`src/rtl/mem_access_unit.sv`:
```
`default_nettype none
// +--------------------------------------------------------------------------+
// | mem_access_unit: one-request load/store front-end for the data memory;    |
// | optional misaligned-access trapping via MAU_MISALIGN_CHECK_EN. Rev 1.0    |
// +--------------------------------------------------------------------------+
`ifndef LDB
`define LDB 3'b001
`define LDH 3'b010
`define LDW 3'b011
`define STB 3'b101
`define STH 3'b110
`define STW 3'b111
`endif

module mem_access_unit #(
  parameter logic [31:0] ADDR_LIMIT = 32'h400
) (
  input  logic        clk,
  input  logic        rst,
  input  logic        req_valid,
  output logic        req_ready,
  input  logic        req_we,
  input  logic [2:0]  req_funct3,
  input  logic [31:0] req_addr,
  input  logic [31:0] req_wdata,
  output logic        rsp_valid,
  input  logic        rsp_ready,
  output logic [31:0] rsp_rdata,
  output logic        rsp_err,
  output logic [31:0] mem_addr,
  output logic [31:0] mem_num,
  output logic [3:0]  mem_ctl,
  input  logic [31:0] mem_out
);

  typedef enum logic [1:0] {IDLE = 2'd0, ACCESS = 2'd1, RESP = 2'd2} state_t;
  state_t state, state_next;

  logic        we_q;
  logic [2:0]  funct3_q;
  logic [31:0] addr_q, wdata_q, rdata_q;
  logic        err_q;

  logic [1:0]  size_m1;
  logic [32:0] end_addr;
  logic        funct3_bad, range_bad, align_bad, req_err;
  logic [2:0]  ctl_code;
  logic [31:0] load_ext;

  always_comb begin
    size_m1 = 2'd0;
    case (req_funct3[1:0])
      2'b01:   size_m1 = 2'd1;
      2'b10:   size_m1 = 2'd3;
      default: size_m1 = 2'd0;
    endcase
  end

  assign funct3_bad = req_we ? (req_funct3 >= 3'b011)
                             : (req_funct3 == 3'b011) || (req_funct3[2:1] == 2'b11);
  // 33-bit end address so an access near 2^32 cannot wrap back into range
  assign end_addr  = {1'b0, req_addr} + {31'd0, size_m1};
  assign range_bad = end_addr >= {1'b0, ADDR_LIMIT};
`ifdef MAU_MISALIGN_CHECK_EN
  assign align_bad = ((req_funct3[1:0] == 2'b01) && req_addr[0]) ||
                     ((req_funct3[1:0] == 2'b10) && (req_addr[1:0] != 2'b00));
`else
  assign align_bad = 1'b0;
`endif
  assign req_err = funct3_bad || range_bad || align_bad;

  always_comb begin
    ctl_code = we_q ? `STW : `LDW;
    case (funct3_q[1:0])
      2'b00:   ctl_code = we_q ? `STB : `LDB;
      2'b01:   ctl_code = we_q ? `STH : `LDH;
      default: ctl_code = we_q ? `STW : `LDW;
    endcase
  end

  always_comb begin
    load_ext = mem_out;
    case (funct3_q)
      3'b000:  load_ext = {{24{mem_out[7]}}, mem_out[7:0]};
      3'b001:  load_ext = {{16{mem_out[15]}}, mem_out[15:0]};
      3'b100:  load_ext = {24'd0, mem_out[7:0]};
      3'b101:  load_ext = {16'd0, mem_out[15:0]};
      default: load_ext = mem_out;
    endcase
  end

  always_ff @(posedge clk) begin
    if (rst) state <= IDLE;
    else     state <= state_next;
  end

  always_comb begin
    state_next = state;
    req_ready  = 1'b0;
    rsp_valid  = 1'b0;
    mem_ctl    = 4'b0;
    case (state)
      IDLE: begin
        req_ready = 1'b1;
        if (req_valid) state_next = req_err ? RESP : ACCESS;
      end
      ACCESS: begin
        mem_ctl    = {1'b1, ctl_code};
        state_next = RESP;
      end
      RESP: begin
        rsp_valid = 1'b1;
        if (rsp_ready) state_next = IDLE;
      end
      default: state_next = IDLE;
    endcase
    // No memory write may slip through while reset is asserted
    if (rst) mem_ctl = 4'b0;
  end

  always_ff @(posedge clk) begin
    if (rst) begin
      we_q     <= 1'b0;
      funct3_q <= 3'b0;
      addr_q   <= 32'd0;
      wdata_q  <= 32'd0;
      rdata_q  <= 32'd0;
      err_q    <= 1'b0;
    end else begin
      case (state)
        IDLE: if (req_valid) begin
          we_q     <= req_we;
          funct3_q <= req_funct3;
          addr_q   <= req_addr;
          wdata_q  <= req_wdata;
          err_q    <= req_err;
          rdata_q  <= 32'd0;
        end
        ACCESS: rdata_q <= we_q ? 32'd0 : load_ext;
        default: ;
      endcase
    end
  end

  assign mem_addr  = addr_q;
  assign mem_num   = wdata_q;
  assign rsp_rdata = rdata_q;
  assign rsp_err   = err_q;

endmodule

`default_nettype wire

```
`config.mk`:
```
export PLATFORM = sky130hd
export DESIGN_NAME = mem_access_unit
export DESIGN_NICKNAME = d
export VERILOG_FILES = /design/src/rtl/mem_access_unit.sv
export SDC_FILE = /design/constraint.sdc
export NUM_CORES = 1
export LEC_CHECK = 0
export BUFFER_PORTS_ARGS = -buffer_cell sky130_fd_sc_hd__buf_2
export CORE_MARGIN = 2
export CORE_UTILIZATION = 35
export CTS_BUF_LIST = sky130_fd_sc_hd__clkbuf_8
export CTS_CLUSTER_DIAMETER = 50
export CTS_CLUSTER_SIZE = 25
export DETAILED_ROUTE_END_ITERATION = 6
export PLACE_DENSITY = 0.64
export SLEW_MARGIN = 20
export SYNTH_ARGS = -nofsm -noshare
export SYNTH_HDL_FRONTEND = slang
export SYNTH_SLANG_ARGS = --single-unit
```
`constraint.sdc`:
```
create_clock -name clk -period 8.9 [get_ports clk]
set_clock_uncertainty 0.1 [all_clocks]
set_input_delay 1.78 -clock clk [delete_from_list [all_inputs] [get_ports clk]]
set_output_delay 1.78 -clock clk [all_outputs]
set_load 0.01 [all_outputs]
```
==> flow_results.xml <==
<?xml version="1.0" encoding="UTF-8"?>
<metrics>
  <group name="drt">
    <metric name="avgRoutedWirePerCell" unit="µm">13.73</metric>
    <metric name="detail_route.drc_violations" unit="">0</metric>
    <metric name="detail_route_antenna_nets" unit="">0</metric>
    <metric name="wl" unit="µm">12690</metric>
    <metric name="via_per_instance_ratio" unit="">4.957</metric>
    <metric name="drtPass1Iterations" unit="">5</metric>
    <metric name="detail_route.iter0.violations" unit="">288</metric>
    <metric name="vias" unit="">4580</metric>
  </group>
  <group name="global_route">
    <metric name="global_route.usage.total" unit="%">18.70</metric>
    <metric name="grt_max_degree" unit="">105</metric>
    <metric name="grt_overflow" unit="">0</metric>
    <metric name="first_global_vias" unit="">4269</metric>
    <metric name="grt_pass1_wl" unit="µm">20050</metric>
    <metric name="antenna_found_initial" unit="">0</metric>
  </group>
  <group name="worst_setup_path">
    <metric name="critical_path_type" unit="">input pin to primary output</metric>
    <metric name="worst-endpoint-arrival" unit="ns">2.59</metric>
    <metric name="critical_path.max_fanout" unit="">4</metric>
    <metric name="critical_path.n_buffers_inverters" unit="">3</metric>
    <metric name="start_kind" unit="">input pin</metric>
    <metric name="critical_path.endpoint_type" unit="">primary output</metric>
    <metric name="critical_path.top_delay_family" unit="">simple AND/OR/NAND/NOR gates</metric>
    <metric name="crit_slowest_cell" unit="">sky130_fd_sc_hd__or2_2</metric>
    <metric name="worst_path_largest_cell_delay" unit="ns">0.35</metric>
    <metric name="required_time_reported_for_the_critical_path_endpoint" unit="ns">7.02</metric>
    <metric name="crit_chain" unit="">buf_4 &gt; or2_2 &gt; inv_1 &gt; and2_1 &gt; buf_2</metric>
  </group>
  <group name="floorplan">
    <metric name="floorplan.die_area" unit="µm²">13330</metric>
    <metric name="core.rowCount" unit="">40</metric>
    <metric name="core_area" unit="µm²">12060</metric>
    <metric name="die_extent_in_x" unit="µm">115.5</metric>
    <metric name="initial_core_util" unit="%">36.05</metric>
    <metric name="die_y" unit="µm">115.5</metric>
    <metric name="top_level_ports" unit="">207</metric>
  </group>
  <group name="logic_synthesis">
    <metric name="syn-instance-count" unit="">569</metric>
    <metric name="cell_variety_after_synth" unit="">48</metric>
    <metric name="synth_warnings" unit="">0</metric>
    <metric name="synthesis.area" unit="µm²">4348</metric>
    <metric name="synth_enable_flop_cells" unit="">0</metric>
    <metric name="postSynthRegisterBits" unit="">103</metric>
    <metric name="post_synthesis_sequential_area_ratio" unit="%">47.42</metric>
    <metric name="syn_nets" unit="">678</metric>
    <metric name="syn_avg_cell_area" unit="µm²">7.641</metric>
    <metric name="postSynth.topFlopCell" unit="">sky130_fd_sc_hd__dfxtp_1</metric>
    <metric name="asyncSetResetFlopFracSynth" unit="%">0</metric>
  </group>
  <group name="run">
    <metric name="max-cap-violations" unit="">0</metric>
  </group>
  <group name="placement">
    <metric name="placement.io_buffers" unit="">206</metric>
    <metric name="routabilityCongestion" unit="">0.9115</metric>
    <metric name="dpl_cell_area" unit="µm²">5487</metric>
    <metric name="dp.final_hpwl" unit="µm">9163</metric>
  </group>
  <group name="worst_hold_path">
    <metric name="min-delay-path-class" unit="">flop to flop</metric>
  </group>
  <group name="timing">
    <metric name="whs" unit="ns">0.3515</metric>
    <metric name="max_slew.worst_pin.slew" unit="ns">1.062</metric>
    <metric name="maxSlewViolCount" unit="">0</metric>
    <metric name="fin_crit_sh" unit="%">50.28</metric>
    <metric name="setup_viol_count_final" unit="">0</metric>
    <metric name="fmax" unit="GHz">0.2235</metric>
    <metric name="grt_setup_unrepaired" unit="">false</metric>
    <metric name="hold_violations" unit="">0</metric>
    <metric name="setup-tns-final" unit="ns">0</metric>
    <metric name="slew_headroom" unit="%">29.20</metric>
    <metric name="post-route-min-period" unit="ns">4.475</metric>
  </group>
  <group name="clock_network">
    <metric name="worst_setup_hold_path_clk_slew" unit="ns">0.09</metric>
    <metric name="cts.sinks" unit="">103</metric>
    <metric name="clock_root_buffer_master" unit="">sky130_fd_sc_hd__clkbuf_8</metric>
    <metric name="cts-hold-fix-buffers" unit="">0</metric>
    <metric name="clk_path_buf_depth" unit="">2</metric>
    <metric name="post_cts_resized" unit="">0</metric>
    <metric name="cts.repair_timing.setup_buffer_count" unit="">0</metric>
    <metric name="cts-htree-levels" unit="">3</metric>
    <metric name="cts-buffers-inserted" unit="">9</metric>
    <metric name="clock_latency_reported_for_the_late_side_of_the_worst_skew_pair" unit="ns">0.37</metric>
    <metric name="tritoncts_clock_tree" unit="">built</metric>
  </group>
  <group name="status">
    <metric name="run_status" unit="">complete, no violations</metric>
  </group>
  <group name="final_layout">
    <metric name="final_cell_area" unit="µm²">5718</metric>
    <metric name="areaGrowthSynthToFinish" unit="%">31.51</metric>
    <metric name="antennaDiodeCount" unit="">0</metric>
    <metric name="layout.filler_cells" unit="">1264</metric>
    <metric name="drive_gt1_share" unit="%">31.61</metric>
    <metric name="final_net_count" unit="">860</metric>
  </group>
  <group name="power">
    <metric name="power.total" unit="µW">957.0</metric>
    <metric name="p_per_area" unit="nW/µm²">167.4</metric>
    <metric name="ir_drop" unit="µV">59.58</metric>
    <metric name="cellLeakagePower" unit="µW">0.002575</metric>
  </group>
</metrics>
==> area by class of cell <==
type                       count  area [µm²]  share of cell area, %
multi-input combinational    423        2140                  37.42
inverter                       5       18.77                 0.3282
tap                          168       210.2                  3.676
sequential                   103        2062                  36.06
clock inverter                 5       80.08                  1.400
timing repair buffer         209        1056                  18.47
clock buffer                  11       151.4                  2.648
==> cells in the final DEF, fill, tap and decap left out, types with 3 or more instances in the layout <==
master / instances
sky130_fd_sc_hd__buf_2: 205
sky130_fd_sc_hd__nand2_1: 163
sky130_fd_sc_hd__a21oi_1: 107
sky130_fd_sc_hd__dfxtp_1: 103
sky130_fd_sc_hd__nor2_1: 33
sky130_fd_sc_hd__o21ai_0: 28
sky130_fd_sc_hd__clkbuf_8: 11
sky130_fd_sc_hd__nand3_1: 10
sky130_fd_sc_hd__a22oi_1: 9
sky130_fd_sc_hd__nand4_1: 7
sky130_fd_sc_hd__inv_1: 6
sky130_fd_sc_hd__nor3_1: 6
sky130_fd_sc_hd__mux2i_1: 5
sky130_fd_sc_hd__or2_2: 4
sky130_fd_sc_hd__ha_1: 4
sky130_fd_sc_hd__buf_4: 4
sky130_fd_sc_hd__nand2b_1: 3
sky130_fd_sc_hd__a211oi_1: 3
sky130_fd_sc_hd__xnor2_1: 3
sky130_fd_sc_hd__o31ai_1: 3
==> per-layer routing <==
layer  GRT usage, %  part of all wire, %
met4          8.594                  2.2
met5              0                    0
met1          23.94                   45
met2          30.41                   47
met3          3.818                  6.1
==> worst register-to-register path: stages (launching register included) <==
cell,delay (ns)
sky130_fd_sc_hd__dfxtp_1,0.43
sky130_fd_sc_hd__nand2b_1,0.11
sky130_fd_sc_hd__or2_2,0.38
sky130_fd_sc_hd__nor2_1,0.62
sky130_fd_sc_hd__o21ai_0,0.20
sky130_fd_sc_hd__a21oi_1,0.19
==> sequential cells by signal, indices dropped and copies added (netlist names) <==
name,count
mem_num,32
state,2
mem_addr,32
rsp_rdata,32
rsp_err,1
funct3_q,3
we_q,1
==> path summary, 6_finish.rpt <==
| check | startpoint | endpoint | slack (ns) | cells past startpoint |
|---|---|---|---|---|
| setup reg to reg | state[0]$_SDFFE_PP0P_ | rsp_rdata[16]$_SDFFE_PP0P_ | 6.79 | 5 |
| hold / removal | rsp_rdata[28]$_SDFFE_PP0P_ | rsp_rdata[28]$_SDFFE_PP0P_ | 0.35 | 2 |
| hold reg to reg | rsp_rdata[28]$_SDFFE_PP0P_ | rsp_rdata[28]$_SDFFE_PP0P_ | 0.35 | 2 |
| setup / recovery | rst | mem_ctl[2] | 4.43 | 5 |
==> cells in the mapped netlist, types with 4 or more instances <==
master | instances | area [µm²]
sky130_fd_sc_hd__nand2_1 | 164 | 615.6
sky130_fd_sc_hd__a21oi_1 | 107 | 535.5
sky130_fd_sc_hd__dfxtp_1 | 103 | 2062
sky130_fd_sc_hd__nor2_1 | 33 | 123.9
sky130_fd_sc_hd__clkbuf_1 | 31 | 116.4
sky130_fd_sc_hd__o21ai_0 | 28 | 140.1
sky130_fd_sc_hd__nand3_1 | 10 | 50.05
sky130_fd_sc_hd__a22oi_1 | 9 | 67.56
sky130_fd_sc_hd__buf_1 | 7 | 26.28
sky130_fd_sc_hd__nand4_1 | 7 | 43.79
sky130_fd_sc_hd__nor3_1 | 6 | 30.03
sky130_fd_sc_hd__inv_1 | 5 | 18.77
sky130_fd_sc_hd__mux2i_1 | 5 | 50.05
sky130_fd_sc_hd__ha_1 | 4 | 50.05
sky130_fd_sc_hd__or2_2 | 4 | 25.02
==> report_power, final <==
group          leakage (µW)  switching [µW]  internal, µW  total (µW)
registers          0.000841            11.4           480         492
clock network      0.000117             157           174         331
logic               0.00162            82.1          51.8         134
total               0.00258             251           706         957
==> per-stage QoR <==
stage | util, % | setup WS, ns | std cells
final | 47.41 | 4.425 | 924
after global routing | 47.41 | 4.297 | 924
after CTS | 47.41 | 4.428 | 924
after detailed placement | 45.49 | 4.205 | 908
after global placement | 45.43 | 4.301 | 908
after floorplan | - | 4.512 | 569
==> logic make-up (layout without fill, tap and decap cells) <==
logic type / Yosys count / count (layout) / synth area share, %
multiplexers: 6 / 6 / 1.410
adder cells (fa/ha/maj): 5 / 5 / 1.612
flip-flops: 103 / 103 / 47.42
AND/OR/NAND/NOR: 246 / 246 / 24.49
AO/OA/AOI/OAI: 161 / 161 / 20.35
buffers and inverters: 43 / 230 / 3.712
XOR/XNOR: 5 / 5 / 1.007
(Power assumes the default switching activity.)
